===== src/rtl/rr_arb_mux_if.sv =====
// rr_arb_mux_if: request/response bundle for the N-channel arbitrated selector.
//   in_valid  [NR_CH]           per-channel request valid       (requester -> arbiter)
//   in_ready  [NR_CH]           per-channel accept, at most one (arbiter -> requester)
//   in_data   [NR_CH*DATA_LEN]  packed payloads, channel n at [DATA_LEN*n +: DATA_LEN]
//   out_valid                   output register holds a payload (arbiter -> consumer)
//   out_ready                   consumer accepts the output     (consumer -> arbiter)
//   out_data  [DATA_LEN]        registered payload
//   out_ch    [CH_W]            registered index of the supplying channel
// modport slave is the arbiter side, modport master the requester/consumer side.
interface rr_arb_mux_if #(
    parameter int unsigned NR_CH    = 4,
    parameter int unsigned DATA_LEN = 64,
    parameter int unsigned CH_W     = 2
) ();
    logic [NR_CH-1:0]          in_valid;
    logic [NR_CH-1:0]          in_ready;
    logic [NR_CH*DATA_LEN-1:0] in_data;
    logic                      out_valid;
    logic                      out_ready;
    logic [DATA_LEN-1:0]       out_data;
    logic [CH_W-1:0]           out_ch;

    modport slave (
        input  in_valid, in_data, out_ready,
        output in_ready, out_valid, out_data, out_ch
    );

    modport master (
        output in_valid, in_data, out_ready,
        input  in_ready, out_valid, out_data, out_ch
    );
endinterface


===== src/rtl/rr_arb_mux.sv =====
// rr_arb_mux: picks one of NR_CH valid/ready request channels per cycle and
// holds the winner in a one-entry output register with a valid/ready handshake.
//   clk    rising-edge clock
//   rst_n  asynchronous active-low reset
//   bus    rr_arb_mux_if.slave (in_valid/in_ready/in_data, out_valid/out_ready/out_data/out_ch)
// RR_MODE=1: round-robin search starting at rr_ptr; RR_MODE=0: lowest index wins.
module rr_arb_mux #(
    parameter int unsigned NR_CH    = 4,
    parameter int unsigned DATA_LEN = 64,
    parameter int unsigned CH_W     = 2,
    parameter int unsigned RR_MODE  = 1
) (
    input  logic         clk,
    input  logic         rst_n,
    rr_arb_mux_if.slave  bus
);
    logic                out_valid_q, out_valid_d;
    logic [DATA_LEN-1:0] out_data_q,  out_data_d;
    logic [CH_W-1:0]     out_ch_q,    out_ch_d;
    logic [CH_W-1:0]     rr_ptr_q,    rr_ptr_d;

    logic [NR_CH-1:0]    grant;
    logic [NR_CH-1:0]    in_ready_w;
    logic [CH_W-1:0]     win;
    logic [DATA_LEN-1:0] data_sel;
    logic                found;
    logic                load;
    logic                xfer;
    int unsigned         start;

    // Circular search: first pass covers start..NR_CH-1, second pass wraps to
    // 0..start-1. Constant loop indices keep the selection purely combinational.
    always_comb begin
        grant    = '0;
        win      = '0;
        found    = 1'b0;
        data_sel = '0;
        start    = (RR_MODE != 0) ? 32'(rr_ptr_q) : 0;
        for (int unsigned n = 0; n < NR_CH; n++) begin
            if (!found && bus.in_valid[n] && (n >= start)) begin
                found    = 1'b1;
                grant[n] = 1'b1;
                win      = CH_W'(n);
            end
        end
        for (int unsigned n = 0; n < NR_CH; n++) begin
            if (!found && bus.in_valid[n] && (n < start)) begin
                found    = 1'b1;
                grant[n] = 1'b1;
                win      = CH_W'(n);
            end
        end
        for (int unsigned n = 0; n < NR_CH; n++) begin
            if (grant[n]) begin
                data_sel = bus.in_data[n*DATA_LEN +: DATA_LEN];
            end
        end
    end

    always_comb begin
        load       = !out_valid_q || bus.out_ready;
        // Gated by rst_n so no request is acknowledged while reset is held.
        in_ready_w = (rst_n && load) ? grant : '0;
        xfer       = |(bus.in_valid & in_ready_w);

        out_valid_d = out_valid_q;
        out_data_d  = out_data_q;
        out_ch_d    = out_ch_q;
        rr_ptr_d    = rr_ptr_q;

        if (xfer) begin
            out_valid_d = 1'b1;
            out_data_d  = data_sel;
            out_ch_d    = win;
            if (RR_MODE != 0) begin
                rr_ptr_d = (win == CH_W'(NR_CH - 1)) ? '0 : win + 1'b1;
            end
        end else if (bus.out_ready) begin
            out_valid_d = 1'b0;
        end
    end

    always_ff @(posedge clk or negedge rst_n) begin
        if (!rst_n) begin
            out_valid_q <= 1'b0;
            out_data_q  <= '0;
            out_ch_q    <= '0;
            rr_ptr_q    <= '0;
        end else begin
            out_valid_q <= out_valid_d;
            out_data_q  <= out_data_d;
            out_ch_q    <= out_ch_d;
            rr_ptr_q    <= rr_ptr_d;
        end
    end

    assign bus.in_ready  = in_ready_w;
    assign bus.out_valid = out_valid_q;
    assign bus.out_data  = out_data_q;
    assign bus.out_ch    = out_ch_q;
endmodule


===== src/flat_wrapper.sv =====
// flat-port wrapper written by rule: the top's interface ports become plain ports
module rr_arb_mux_flat 
#(
    parameter int unsigned NR_CH    = 4,
    parameter int unsigned DATA_LEN = 64,
    parameter int unsigned CH_W     = 2,
    parameter int unsigned RR_MODE  = 1
)
  (clk, rst_n, bus_in_valid, bus_in_data, bus_out_ready, bus_in_ready, bus_out_valid, bus_out_data, bus_out_ch);
  rr_arb_mux_if #(.NR_CH(NR_CH), .DATA_LEN(DATA_LEN), .CH_W(CH_W)) bus_i ();
  input  logic clk;
  input  logic rst_n;
  input wire logic [$bits(bus_i.in_valid)-1:0] bus_in_valid;
  input wire logic [$bits(bus_i.in_data)-1:0] bus_in_data;
  input wire logic [$bits(bus_i.out_ready)-1:0] bus_out_ready;
  output wire logic [$bits(bus_i.in_ready)-1:0] bus_in_ready;
  output wire logic [$bits(bus_i.out_valid)-1:0] bus_out_valid;
  output wire logic [$bits(bus_i.out_data)-1:0] bus_out_data;
  output wire logic [$bits(bus_i.out_ch)-1:0] bus_out_ch;
  assign bus_i.in_valid = bus_in_valid;
  assign bus_i.in_data = bus_in_data;
  assign bus_i.out_ready = bus_out_ready;
  assign bus_in_ready = bus_i.in_ready;
  assign bus_out_valid = bus_i.out_valid;
  assign bus_out_data = bus_i.out_data;
  assign bus_out_ch = bus_i.out_ch;
  rr_arb_mux #(.NR_CH(NR_CH), .DATA_LEN(DATA_LEN), .CH_W(CH_W), .RR_MODE(RR_MODE)) u_core (.clk(clk), .rst_n(rst_n), .bus(bus_i));
endmodule

===== config.mk =====
export PLATFORM = sky130hd
export DESIGN_NAME = rr_arb_mux_flat
export DESIGN_NICKNAME = d
export VERILOG_FILES = /design/src/rtl/rr_arb_mux_if.sv /design/src/rtl/rr_arb_mux.sv /design/src/flat_wrapper.sv
export SDC_FILE = /design/constraint.sdc
export NUM_CORES = 1
export LEC_CHECK = 0
export ABC_CLOCK_PERIOD_IN_PS = 2820
export BUFFER_PORTS_ARGS = -buffer_cell sky130_fd_sc_hd__clkbuf_2
export CAP_MARGIN = 20
export CORE_AREA = 2 2 131 133
export DETAILED_ROUTE_END_ITERATION = 16
export DIE_AREA = 0 0 133 135
export GPL_TIMING_DRIVEN = 0
export SETUP_SLACK_MARGIN = 0.4
export SYNTH_ARGS = -nofsm -noshare
export SYNTH_HDL_FRONTEND = slang
export SYNTH_SLANG_ARGS = --single-unit
export TNS_END_PERCENT = 10

===== constraint.sdc =====
create_clock -name clk -period 2.82 [get_ports clk]
set_clock_uncertainty 0.05 [all_clocks]
set_input_delay 0.282 -clock clk [delete_from_list [all_inputs] [get_ports clk]]
set_output_delay 0.282 -clock clk [all_outputs]
set_load 0.05 [all_outputs]

# Yosys cells after proc, flatten, opt, wreduce, memory -nomap -nowiden
# Cells that the tools add are included.
dict set report op_classes {
  n_lt_le_gt_ge 6
  n_addsub 1
  n_eq_ne 1
  n_mux 26
  mul 0
  div_mod_pow 0
  n_reduce_logical 23
  bitwise_logic 1
  n_shift 0
}
# cell count
set ops {}
lappend ops {{$mux W64} 4}
lappend ops {{$mux W1} 15}
lappend ops {{$logic_and A1 B1 Y1} 13}
lappend ops {{$mux W2} 6}
lappend ops {{$logic_not A1 Y1} 7}
lappend ops {{$and A4 B4 Y4} 1}
lappend ops {{$ge A1 B2 Y1 const A} 2}
lappend ops {{$lt A1 B2 Y1 const A} 2}
lappend ops {{$mux W4} 1}
lappend ops {{$reduce_or A4 Y1} 1}
lappend ops {{$add A2 B1 Y2 const B} 1}
lappend ops {{$eq A2 B2 Y1 const B} 1}
lappend ops {{$ge A2 B2 Y1 const A} 1}
lappend ops {{$lt A2 B2 Y1 const A} 1}
lappend ops {{$reduce_bool A2 Y1} 1}
lappend ops {{$logic_or A1 B1 Y1} 1}
dict set report totals {
  ff_bits 69
  wordCells 62
  inputBits 263
  latchBits 0
  out_inout_bits 71
  mem_bits_ro 0
  mem_bits_rw 0
  memories 0
}

# Logic depth before layout (Yosys ltp)
# Gate-level depths: netlist of run 1.
dict set report logic_depth {
  ltp_word 30
  mapped_depth 7
}

# Worst setup path after synthesis of run 1
# OpenSTA, ideal clock, no wires.
dict set report synth_timing {
  path_type {reg2out}
  from {reg u_core.out_valid_q, in the netlist u_core.bus.out_valid}
  to {out bus_in_ready[1]}
  t_required_ps 2488
  t_arrival_ps 1940
  n_path_buf 2
  setup_slack_ps 548
  path_stages_with_launch 6
  cell_sequence {dfrtp_1 -> nand2b_1 -> nand2_1 -> clkbuf_1 -> buf_1 -> nor2_1}
}
dict set report synth_via {
  elab_chain_cells 4
}
# item line
set synth_rtl {}
lappend synth_rtl {{start, declared} rr_arb_mux.sv:17} ;# logic out_valid_q, out_valid_d;
lappend synth_rtl {{start signal, assigned} rr_arb_mux.sv:90} ;# out_valid_q <= out_valid_d;
lappend synth_rtl {{$logic_not A1 Y1} rr_arb_mux.sv:61} ;# load = !out_valid_q || bus.out_ready;
lappend synth_rtl {{$logic_or A1 B1 Y1} rr_arb_mux.sv:61}
lappend synth_rtl {{$logic_and A1 B1 Y1} rr_arb_mux.sv:63} ;# in_ready_w = (rst_n && load) ? grant : '0;
lappend synth_rtl {{$mux W4} rr_arb_mux.sv:63}
lappend synth_rtl {{end, declared} flat_wrapper.sv:16} ;# output wire logic [$bits(bus_i.in_ready)-1:0] bus_in_ready;
# Every way passes these cells.

# Final worst setup path of run 1
# Ends and elaborated chain as after synthesis.

==> impl_metrics.py, run 1 <==
metrics = {
    "floorplanning": {
        "row_count": 47,
        "io_pins": 334,
        "fp.dieH_microns": 135,
        "dieArea_sq_um": 18000,
        "core_sq_um": 16400,
        "initial_core_util": 0.318,
        "die_w_microns": 133,
    },
    "sta": {
        "finalHoldViolations": 0,
        "maxSlewViolCount": 0,
        "tns_ns": 0,
        "period_needed_ns": 2.30,
        "worst_pin_slew_ns": 0.547,
        "grt_setup_unrepaired": "true",
        "slew_headroom": 0.636,
        "layout_setup_ws_ns": 0.521,
        "setup_violations": 0,
        "max_freq_ghz": 0.435,
        "period_share": 0.815,
    },
    "clock_network": {
        "htree_levels": 3,
        "cts_setup_buffers": 0,
        "cts-root-buf": "clkbuf_16",
        "cts.clk_slew.worst_paths_ns": 0.06,
        "numClockSinks": 69,
        "numCtsBuffers": 9,
        "cts_tree": "done",
        "clock_latency_ns": 0.33,
        "clockBufferDepth": 2,
    },
    "critical_path": {
        "cp_top_family": "buffers and inverters",
        "arrival_ns": 1.97,
        "rr_startpoint": "u_core.rr_ptr_q[1]$_DFFE_PN0P_",
        "worstSetupEndpointType": "primary output",
        "crit_top_cell": "buf_2",
        "path_cells": "nand2b_1 -> nand2_2 -> clkbuf_2 -> buf_2 -> nor2_1 -> buf_2",
        "start_kind": "flop",
        "critPathLaunch": "u_core.bus.out_valid$_DFFE_PN0P_",
        "crit_buf_inv": 3,
        "crit_slowest_cell": "dfrtp_1",
        "critPathMaxStageDelay_ns": 0.38,
        "cp_max_fo": 10,
        "crit_type": "flop to primary output",
        "worstPathRequired_ns": 2.49,
        "rrSetupSlack_ns": 0.58,
    },
    "yosys": {
        "synth.cell_area_sq_um": 5220,
        "syn_nets": 889,
        "ys_types": 35,
        "synthCells": 626,
        "synth_warnings": 0,
        "postSynthAreaPerCell_sq_um": 8.33,
        "ys_seq_elements": 69,
        "yosysSeqAreaShare": 0.331,
    },
    "finish": {
        "syn_to_final_growth_pct": 45.7,
        "final-seq-area_sq_um": 1730,
        "multi_input_area_sq_um": 2920,
        "fin_util": 0.463,
        "final.fill_count": 1707,
        "layout.nets": 1239,
        "antenna_cells": 0,
        "drive_above_1_share": 0.398,
    },
    "drt": {
        "viasPerCell": 5.15,
        "drtIter0Drc": 285,
        "wirelength_microns": 22400,
        "ant_nets": 0,
        "num_vias": 6190,
        "wire_per_inst_microns": 18.7,
        "dr.pass1.iters": 4,
        "drcViolationCount": 0,
    },
    "power_and_ir_drop": {
        "pwr-share-seq": 0.218,
        "clkPwrFrac": 0.143,
        "power.switching_mw": 4.46,
        "peakVddDrop_mv": 0.403,
        "p_per_area_nw_per_um2": 1080,
        "internal_power_mw": 3.76,
        "leakagePower_nw": 4.24,
        "p_comb_frac": 0.639,
        "switching_share": 0.543,
    },
    "run_status": {
        "outcome": "complete, no violations",
    },
    "hold_path": {
        "hp-class": "primary input to flop",
        "min-delay-start": "bus_in_data[210]",
    },
    "job": {
        "drv_cap": 0,
    },
    "place": {
        "io_buffers": 333,
        "gp_congestion": 0.841,
        "hpwl_microns": 17300,
        "place_ws_ns": -0.197,
    },
    "global_routing": {
        "antenna_found_initial": 0,
        "grt_overflow": 0,
        "grt_first_pass_wirelength_microns": 34000,
        "track_usage": 0.246,
        "grt_pass1_vias": 6359,
        "grt_max_degree": 40,
    },
}
## layer usage
layer / share of wire / GRT usage / up-vias
met5: 0 / 0 / -
met4: 0.020 / 0.0741 / 0
met3: 0.076 / 0.0589 / 30
met2: 0.49 / 0.428 / 264
met1: 0.42 / 0.302 / 2893
li1: - / - / 3003
## logic make-up after synthesis
family,share of synthesized area
buffers and inverters,0.110
AO/OA/AOI/OAI,0.382
AND/OR/NAND/NOR,0.177
flip-flops,0.331
## repair_timing
action                                 in CTS  in global routing
hold buffers                                5                  0
setup endpoints to repair                   3                  8
gates cloned                                0                  0
resized for setup                           5                  5
endpoints found under the hold margin      30                  0
## stage by stage
step | area, sq um | instances | hold slack (ns) | power [mW]
6_report | 7600 | 1201 | 0.222 | 8.21
5_1_grt | 7600 | 1201 | 0.234 | 8.75
4_1_cts | 7590 | 1201 | 0.210 | 8.25
3_5_place_dp | 7190 | 1180 | 0.248 | 7.02
3_3_place_gp | 7160 | 1179 | 0.425 | 6.99
2_1_floorplan | 5220 | 626 | -0.0636 | 5.49
## cell usage after synthesis (all sizes together)
cell,number,area share
a211o,1,0.0017
a211oi,1,0.0024
a21boi,1,0.0022
a21o,1,0.0014
a21oi,66,0.064
a32o,1,0.0022
a32oi,64,0.11
and2,67,0.080
and3,64,0.077
buf,24,0.031
clkbuf,44,0.032
dfrtp,69,0.33
inv,65,0.047
nand2,4,0.0034
nand2b,3,0.0041
nor2,5,0.0050
nor2b,3,0.0036
o2111ai,1,0.0017
o21a,3,0.0043
o21ai,6,0.0058
o21ba,1,0.0031
o21bai,64,0.092
o2bb2ai,1,0.0017
o31ai,64,0.092
or2,3,0.0036
## cell type report
| class | count | area share |
|---|---|---|
| clock inverters | 4 | 0.00593 |
| well taps | 220 | 0.0362 |
| multi-input cells | 424 | 0.384 |
| clock buffers | 12 | 0.0351 |
| flip-flops and latches | 69 | 0.227 |
| inverters | 65 | 0.0321 |
| repair buffers | 339 | 0.235 |
| plain buffers | 68 | 0.0443 |
## registers in the layout, summed over array words and instances (netlist names)
register,cells
u_core.bus.out_ch,2
u_core.rr_ptr_q,2
u_core.bus.out_valid,1
u_core.bus.out_data,64
## cells in the final DEF (no fill, tap or decap), types with 2 or more instances in the layout
cell type and instances:
o21ai_1 3, and2_1 66, dlygate4sd3_1 2, nand2_2 2, clkbuf_1 42, nand2_1 2, buf_4 2, clkbuf_16 9
buf_2 16, buf_6 7, inv_1 65, o21a_1 3, dfrtp_1 69, clkbuf_2 332, and3_1 64, clkbuf_8 4
nor2_1 4, buf_12 3, nand2b_1 2, o21ai_0 3, o21bai_1 64, nor2b_1 3, a32oi_1 64, o31ai_1 64
clkinv_2 3, a21oi_1 65
## tightest hold or removal path, stage by stage
cell      delay [ns]
clkbuf_2        0.08
a21oi_1         0.11
a32oi_1         0.10
## power by group through the flow
stage          clock network (mW)  logic [mW]  registers, mW
2_1_floorplan                   0        2.07           3.42
3_3_place_gp                    0        5.21           1.78
3_5_place_dp                    0        5.24           1.78
4_1_cts                      1.21        5.26           1.78
5_1_grt                      1.26        5.65           1.85
6_report                     1.18        5.25           1.79
## path summary, 6_finish.rpt
kind,depth (start not counted),to
worst min-delay path,3,u_core.bus.out_data[18]$_DFFE_PN0P_
min in group asynchronous,4,u_core.bus.out_data[28]$_DFFE_PN0P_
worst max register to register,7,u_core.bus.out_data[26]$_DFFE_PN0P_
worst min register to register,1,u_core.bus.out_ch[0]$_DFFE_PN0P_
max in group asynchronous,4,u_core.bus.out_data[52]$_DFFE_PN0P_
worst max-delay path,6,bus_in_ready[1]
(Power assumes the default switching activity.)
==> run 2: changes to the inputs <==
--- a/config.mk
+++ b/config.mk
@@ -5,7 +5,7 @@
 export SDC_FILE = /design/constraint.sdc
 export NUM_CORES = 1
 export LEC_CHECK = 0
-export ABC_CLOCK_PERIOD_IN_PS = 2820
+export ABC_CLOCK_PERIOD_IN_PS = 2400
 export BUFFER_PORTS_ARGS = -buffer_cell sky130_fd_sc_hd__clkbuf_2
 export CAP_MARGIN = 20
 export CORE_AREA = 2 2 131 133
==> constraint.sdc (replaced) <==
create_clock -name clk -period 2.4 [get_ports clk]
set_clock_uncertainty 0.05 [all_clocks]
set_input_delay 0.24 -clock clk [delete_from_list [all_inputs] [get_ports clk]]
set_output_delay 0.24 -clock clk [all_outputs]
set_load 0.05 [all_outputs]
==> impl_metrics.py, run 2 (same netlist as run 1, synthesis figures left out) <==
metrics = {
    "run_status": {
        "outcome": "finished with violations",
        "violations": "hold timing",
    },
    "floorplanning": {
        "initial_core_util": 0.318,
        "dieArea_sq_um": 18000,
        "core_sq_um": 16400,
        "fp.dieH_microns": 135,
        "row_count": 47,
        "io_pins": 334,
        "die_w_microns": 133,
    },
    "critical_path": {
        "worstSetupEndpointType": "primary output",
        "crit_type": "flop to primary output",
        "crit_slowest_cell": "dfrtp_2",
        "critPathMaxStageDelay_ns": 0.42,
        "r2r_end": "u_core.bus.out_data[35]$_DFFE_PN0P_",
        "arrival_ns": 1.73,
        "cp_max_fo": 7,
        "worstPathRequired_ns": 2.11,
        "rrSetupSlack_ns": 0.40,
        "crit_buf_inv": 2,
        "reg2reg_depth": 7,
        "start_kind": "flop",
        "rr_startpoint": "u_core.rr_ptr_q[1]$_DFFE_PN0P_",
        "cp_top_family": "simple AND/OR/NAND/NOR gates",
        "path_cells": "nand2b_4 -> a21oi_4 -> or2_4 -> buf_12 -> and2_4 -> clkbuf_16",
    },
    "global_routing": {
        "grt_first_pass_wirelength_microns": 35400,
        "grt_overflow": 0,
        "antenna_found_initial": 0,
        "grt_pass1_vias": 6420,
        "grt_max_degree": 31,
        "track_usage": 0.255,
    },
    "sta": {
        "period_share": 0.842,
        "maxSlewViolCount": 0,
        "finalHoldViolations": 5,
        "slew_headroom": 0.646,
        "period_needed_ns": 2.02,
        "grt_setup_unrepaired": "true",
        "layout_setup_ws_ns": 0.380,
        "max_freq_ghz": 0.495,
        "tns_ns": 0,
        "hold_ws_ns": -0.00126,
        "worst_pin_slew_ns": 0.530,
        "setup_violations": 0,
    },
    "clock_network": {
        "numCtsBuffers": 9,
        "cts_tree": "done",
        "numClockSinks": 69,
        "cts.clk_slew.worst_paths_ns": 0.06,
        "clockBufferDepth": 2,
        "htree_levels": 3,
        "cts-root-buf": "clkbuf_16",
        "clock_latency_ns": 0.34,
    },
    "drt": {
        "wirelength_microns": 23800,
        "drtIter0Drc": 377,
        "drcViolationCount": 0,
        "wire_per_inst_microns": 19.6,
        "num_vias": 6369,
        "viasPerCell": 5.25,
        "ant_nets": 0,
        "dr.pass1.iters": 7,
    },
    "finish": {
        "syn_to_final_growth_pct": 53.6,
        "layout_common_cells": "clkbuf_2, dfrtp_1, and2_1, inv_1, a21oi_1",
        "antenna_cells": 0,
        "final_common_cell": "clkbuf_2",
        "fin_area_sq_um": 8010,
        "layout.nets": 1250,
        "fin_cells": 1212,
        "drive_above_1_share": 0.462,
        "largest_reg_flops": 64,
    },
    "power_and_ir_drop": {
        "pwr-share-seq": 0.206,
        "peakVddDrop_mv": 0.457,
        "switching_share": 0.526,
        "clkPwrFrac": 0.154,
        "power.switching_mw": 5.40,
        "internal_power_mw": 4.86,
        "leakagePower_nw": 4.48,
        "p_per_area_nw_per_um2": 1280,
        "p_comb_frac": 0.641,
    },
    "place": {
        "placed_cells": 1180,
        "io_buffers": 333,
        "place_ws_ns": -0.346,
        "place_area_sq_um": 7190,
        "gp_congestion": 0.868,
        "hpwl_microns": 17400,
    },
    "hold_path": {
        "hp-class": "primary input to async pin",
    },
    "job": {
        "drv_cap": 0,
    },
}
[run 2: layout make-up]
type | count | area (sq um)
multi-input cells | 424 | 3070
flip-flops and latches | 69 | 1730
repair buffers | 350 | 1920
inverters | 65 | 244
clock buffers | 12 | 246
well taps | 220 | 275
clock inverters | 4 | 95.1
fillers | 1625 | 8400
plain buffers | 68 | 435
[run 2: layer usage]
| metal | vias up | GRT usage | share of wire |
|---|---|---|---|
| met4 | 0 | 0.0974 | 0.025 |
| li1 | 3027 | - | - |
| met5 | - | 0 | 0 |
| met2 | 311 | 0.435 | 0.48 |
| met3 | 37 | 0.0552 | 0.074 |
| met1 | 2994 | 0.317 | 0.42 |
[run 2: power groups by stage]
stage | Combinational (mW) | Sequential (mW) | Clock [mW]
global placement | 6.13 | 2.10 | 0
floorplan | 2.44 | 4.02 | 0
finish | 6.58 | 2.11 | 1.58
CTS | 6.40 | 2.10 | 1.59
detailed placement | 6.16 | 2.10 | 0
global route | 7.01 | 2.17 | 1.63
[run 2: how the worst max path moves through the flow]
stage	startpoint	cells past startpoint	slack, ns	end
CTS	u_core.rr_ptr_q[1]$_DFFE_PN0P_	5	0.37	bus_in_ready[2]
global route	u_core.rr_ptr_q[1]$_DFFE_PN0P_	6	0.33	bus_in_ready[2]
floorplan	u_core.bus.out_valid$_DFFE_PN0P_	5	0.37	bus_in_ready[1]
global placement	rst_n	6	-1.57	bus_in_ready[1]
detailed placement	rst_n	7	-0.35	bus_in_ready[1]
finish	u_core.rr_ptr_q[1]$_DFFE_PN0P_	6	0.38	bus_in_ready[2]
[run 2: worst register-to-register path, stage by stage, from the launching register on]
cell and delay (ns):
dfrtp_2 0.42, nand2b_4 0.18, a21oi_4 0.07, or2_4 0.27, buf_4 0.15, clkbuf_2 0.20
o31ai_1 0.36, a32oi_1 0.16
[run 2: per-stage QoR]
stage | utilization | power, mW
floorplan | - | 6.46
global placement | 0.437 | 8.23
detailed placement | 0.438 | 8.26
CTS | 0.478 | 10.1
global route | 0.488 | 10.8
finish | 0.488 | 10.3
[run 2: repair_timing]
item / 4_1_cts / 5_1_grt
endpoints found under the hold margin: 13 / 0
setup endpoints to repair: 68 / 66
resized for setup: 59 / 54
gates cloned: 1 / 1
pin swaps: 3 / 5
buffers inserted: 5 / 5
hold buffers: 4 / 0
==> run 3: changes to the inputs <==
--- a/config.mk
+++ b/config.mk
@@ -5,12 +5,13 @@
 export SDC_FILE = /design/constraint.sdc
 export NUM_CORES = 1
 export LEC_CHECK = 0
-export ABC_CLOCK_PERIOD_IN_PS = 2400
+export ABC_AREA = 1
+export ABC_CLOCK_PERIOD_IN_PS = 1800
 export BUFFER_PORTS_ARGS = -buffer_cell sky130_fd_sc_hd__clkbuf_2
 export CAP_MARGIN = 20
-export CORE_AREA = 2 2 131 133
+export CORE_AREA = 2 2 129 131
 export DETAILED_ROUTE_END_ITERATION = 16
-export DIE_AREA = 0 0 133 135
+export DIE_AREA = 0 0 131 133
 export GPL_TIMING_DRIVEN = 0
 export SETUP_SLACK_MARGIN = 0.4
 export SYNTH_ARGS = -nofsm -noshare
==> constraint.sdc (replaced) <==
create_clock -name clk -period 1.8 [get_ports clk]
set_clock_uncertainty 0.05 [all_clocks]
set_input_delay 0.18 -clock clk [delete_from_list [all_inputs] [get_ports clk]]
set_output_delay 0.18 -clock clk [all_outputs]
set_load 0.05 [all_outputs]
==> impl_metrics.py, run 3 <==
metrics = {
    "floorplanning": {
        "fp.dieH_microns": 133,
        "die_w_microns": 131,
        "io_pins": 334,
        "initial_core_util": 0.277,
        "dieArea_sq_um": 17400,
        "core_sq_um": 16200,
        "row_count": 47,
    },
    "place": {
        "place_ws_ns": -0.400,
        "place_area_sq_um": 6570,
        "io_buffers": 333,
        "gp_congestion": 0.843,
        "hpwl_microns": 15200,
    },
    "global_routing": {
        "track_usage": 0.226,
        "grt_max_degree": 42,
        "grt_overflow": 0,
        "grt_first_pass_wirelength_microns": 30400,
        "grt_pass1_vias": 5931,
        "antenna_found_initial": 0,
    },
    "job": {
        "drv_cap": 0,
    },
    "sta": {
        "slew_headroom": 0.691,
        "setup_violations": 73,
        "layout_setup_ws_ns": -0.319,
        "worst_pin_slew_ns": 0.464,
        "finalHoldViolations": 29,
        "hold_ws_ns": -0.230,
        "tns_ns": -11.22,
        "max_freq_ghz": 0.472,
        "grt_setup_unrepaired": "true",
        "period_share": 1.18,
        "maxSlewViolCount": 0,
        "period_needed_ns": 2.12,
    },
    "clock_network": {
        "cts.clk_slew.worst_paths_ns": 0.06,
        "clockBufferDepth": 2,
        "cts_tree": "done",
        "htree_levels": 3,
        "numCtsBuffers": 9,
        "numClockSinks": 69,
        "cts-root-buf": "clkbuf_16",
        "clock_latency_ns": 0.33,
    },
    "finish": {
        "drive_above_1_share": 0.450,
        "layout.nets": 1334,
        "layout_common_cells": "nand2_1, clkbuf_2, nand4_1, dfrtp_1, buf_4",
        "largest_reg_flops": 64,
        "antenna_cells": 0,
        "fin_area_sq_um": 7750,
        "syn_to_final_growth_pct": 72.9,
        "final_common_cell": "nand2_1",
        "fin_util": 0.479,
    },
    "critical_path": {
        "cp_max_fo": 3,
        "crit_slowest_cell": "dfrtp_1",
        "rr_startpoint": "u_core.rr_ptr_q[1]$_DFFE_PN0P_",
        "worstPathRequired_ns": 1.57,
        "crit_path_end": "bus_in_ready[1]",
        "crit_buf_inv": 4,
        "crit_type": "flop to primary output",
        "path_cells": "nand2_2 -> nand2_2 -> nand3_4 -> nor2_4 -> nand3_2 -> nand2_4 -> nand2_8 -> buf_8 -> buf_8 -> clkinvlp_4 -> clkbuf_16",
        "start_kind": "flop",
        "critPathMaxStageDelay_ns": 0.43,
        "worstSetupEndpointType": "primary output",
        "rrSetupSlack_ns": -0.21,
        "arrival_ns": 1.89,
        "cp.depth": 11,
        "critPathLaunch": "u_core.rr_ptr_q[1]$_DFFE_PN0P_",
        "cp_top_family": "simple AND/OR/NAND/NOR gates",
        "r2r_end": "u_core.bus.out_data[39]$_DFFE_PN0P_",
        "reg2reg_depth": 13,
    },
    "power_and_ir_drop": {
        "leakagePower_nw": 4.26,
        "p_per_area_nw_per_um2": 1710,
        "peakVddDrop_mv": 0.689,
    },
    "yosys": {
        "ys_types": 17,
        "synth_most_common_cell": "nand2_1",
        "yosysSeqAreaShare": 0.385,
        "synth_warnings": 0,
        "synth_edf_count": 0,
        "syn_nets": 949,
        "async_flop_share": 1.00,
        "synth_area_leaders": "dfrtp_1, nand2_1, nand4_1, buf_2, inv_1",
        "postSynthAreaPerCell_sq_um": 6.54,
        "yosys.area.top_type": "dfrtp_1",
        "ys_seq_elements": 69,
        "synthCells": 686,
        "synthTopCellsByCount": "nand2_1, nand4_1, dfrtp_1",
        "synth_top_area_share": 0.385,
        "synth.cell_area_sq_um": 4480,
        "ys.flop_type": "dfrtp_1",
    },
    "drt": {
        "ant_nets": 0,
        "drtIter0Drc": 225,
        "wire_per_inst_microns": 15.9,
        "dr.pass1.iters": 4,
        "num_vias": 6151,
        "viasPerCell": 4.75,
        "wirelength_microns": 20600,
        "drcViolationCount": 0,
    },
    "run_status": {
        "violations": "hold timing, setup timing",
        "outcome": "finished with violations",
    },
    "hold_path": {
        "hp-class": "primary input to async pin",
    },
}
## run 3: cell types whose count changed in the layout (fill, tap and decap cells not counted), sizes merged, moves of 5 or more
cell / change
and2: -67
inv: -55
a21oi: -66
and3: -64
o21bai: -64
nand2: +395
nand3: +5
a32oi: -64
o31ai: -64
clkinvlp: +6
buf: +52
nand4: +133
clkbuf: -37
## run 3: how the worst min path moves through the flow
stage | slack [ns] | to | depth (start not counted) | start
6_report | -0.23 | u_core.bus.out_data[30]$_DFFE_PN0P_ | 1 | rst_n
2_1_floorplan | -0.17 | u_core.bus.out_ch[0]$_DFFE_PN0P_ | 0 | rst_n
3_5_place_dp | 0.14 | u_core.bus.out_data[30]$_DFFE_PN0P_ | 1 | rst_n
4_1_cts | -0.23 | u_core.bus.out_data[30]$_DFFE_PN0P_ | 1 | rst_n
5_1_grt | -0.21 | u_core.bus.out_data[30]$_DFFE_PN0P_ | 1 | rst_n
3_3_place_gp | 0.43 | u_core.bus.out_data[17]$_DFFE_PN0P_ | 5 | bus_in_data[81]
## run 3: kinds of logic (layout without fill, tap and decap cells)
family,Yosys count,after routing,synth area share
AO/OA/AOI/OAI,5,5,0.00642
AND/OR/NAND/NOR,544,544,0.535
buffers and inverters,68,458,0.0739
flip-flops,69,69,0.385
## run 3: report_power, final
group	switching [mW]	total, mW	internal, mW
Combinational	5.82	8.90	3.09
Clock	0.687	1.69	1.00
Sequential	0.410	2.68	2.27
## run 3: routing by layer
layer / track usage / wire length [microns] / share of wire
met3: 0.0441 / 1360 / 0.066
met4: 0.0597 / 262 / 0.013
met1: 0.266 / 8510 / 0.41
met2: 0.412 / 10500 / 0.51
met5: 0 / 0 / 0
## run 3: metrics by stage
stage          hold WS (ns)  instances  power (mW)
6_report             -0.230       1296        13.3
5_1_grt              -0.209       1296        14.1
4_1_cts              -0.227       1283        12.9
3_5_place_dp          0.136       1240        10.2
3_3_place_gp          0.435       1239        10.1
2_1_floorplan        -0.166        686        7.95
## run 3: layout make-up
| class | instances | area (sq um) |
|---|---|---|
| fill | 1669 | 8420 |
| sequential | 69 | 1730 |
| clock buffer | 11 | 253 |
| buffer | 56 | 603 |
| multi-input combinational | 549 | 2590 |
| clock inverter | 5 | 35.0 |
| timing repair buffer | 374 | 2220 |
| inverter | 12 | 55.1 |
| tap | 220 | 275 |
## run 3: timing repair
action / CTS / global route
setup endpoints to repair: 73 / 73
endpoints found under the hold margin: 29 / 29
resized for setup: 99 / 47
pin swaps: 14 / 37
gates cloned: 3 / 3
setup buffers: 24 / 10
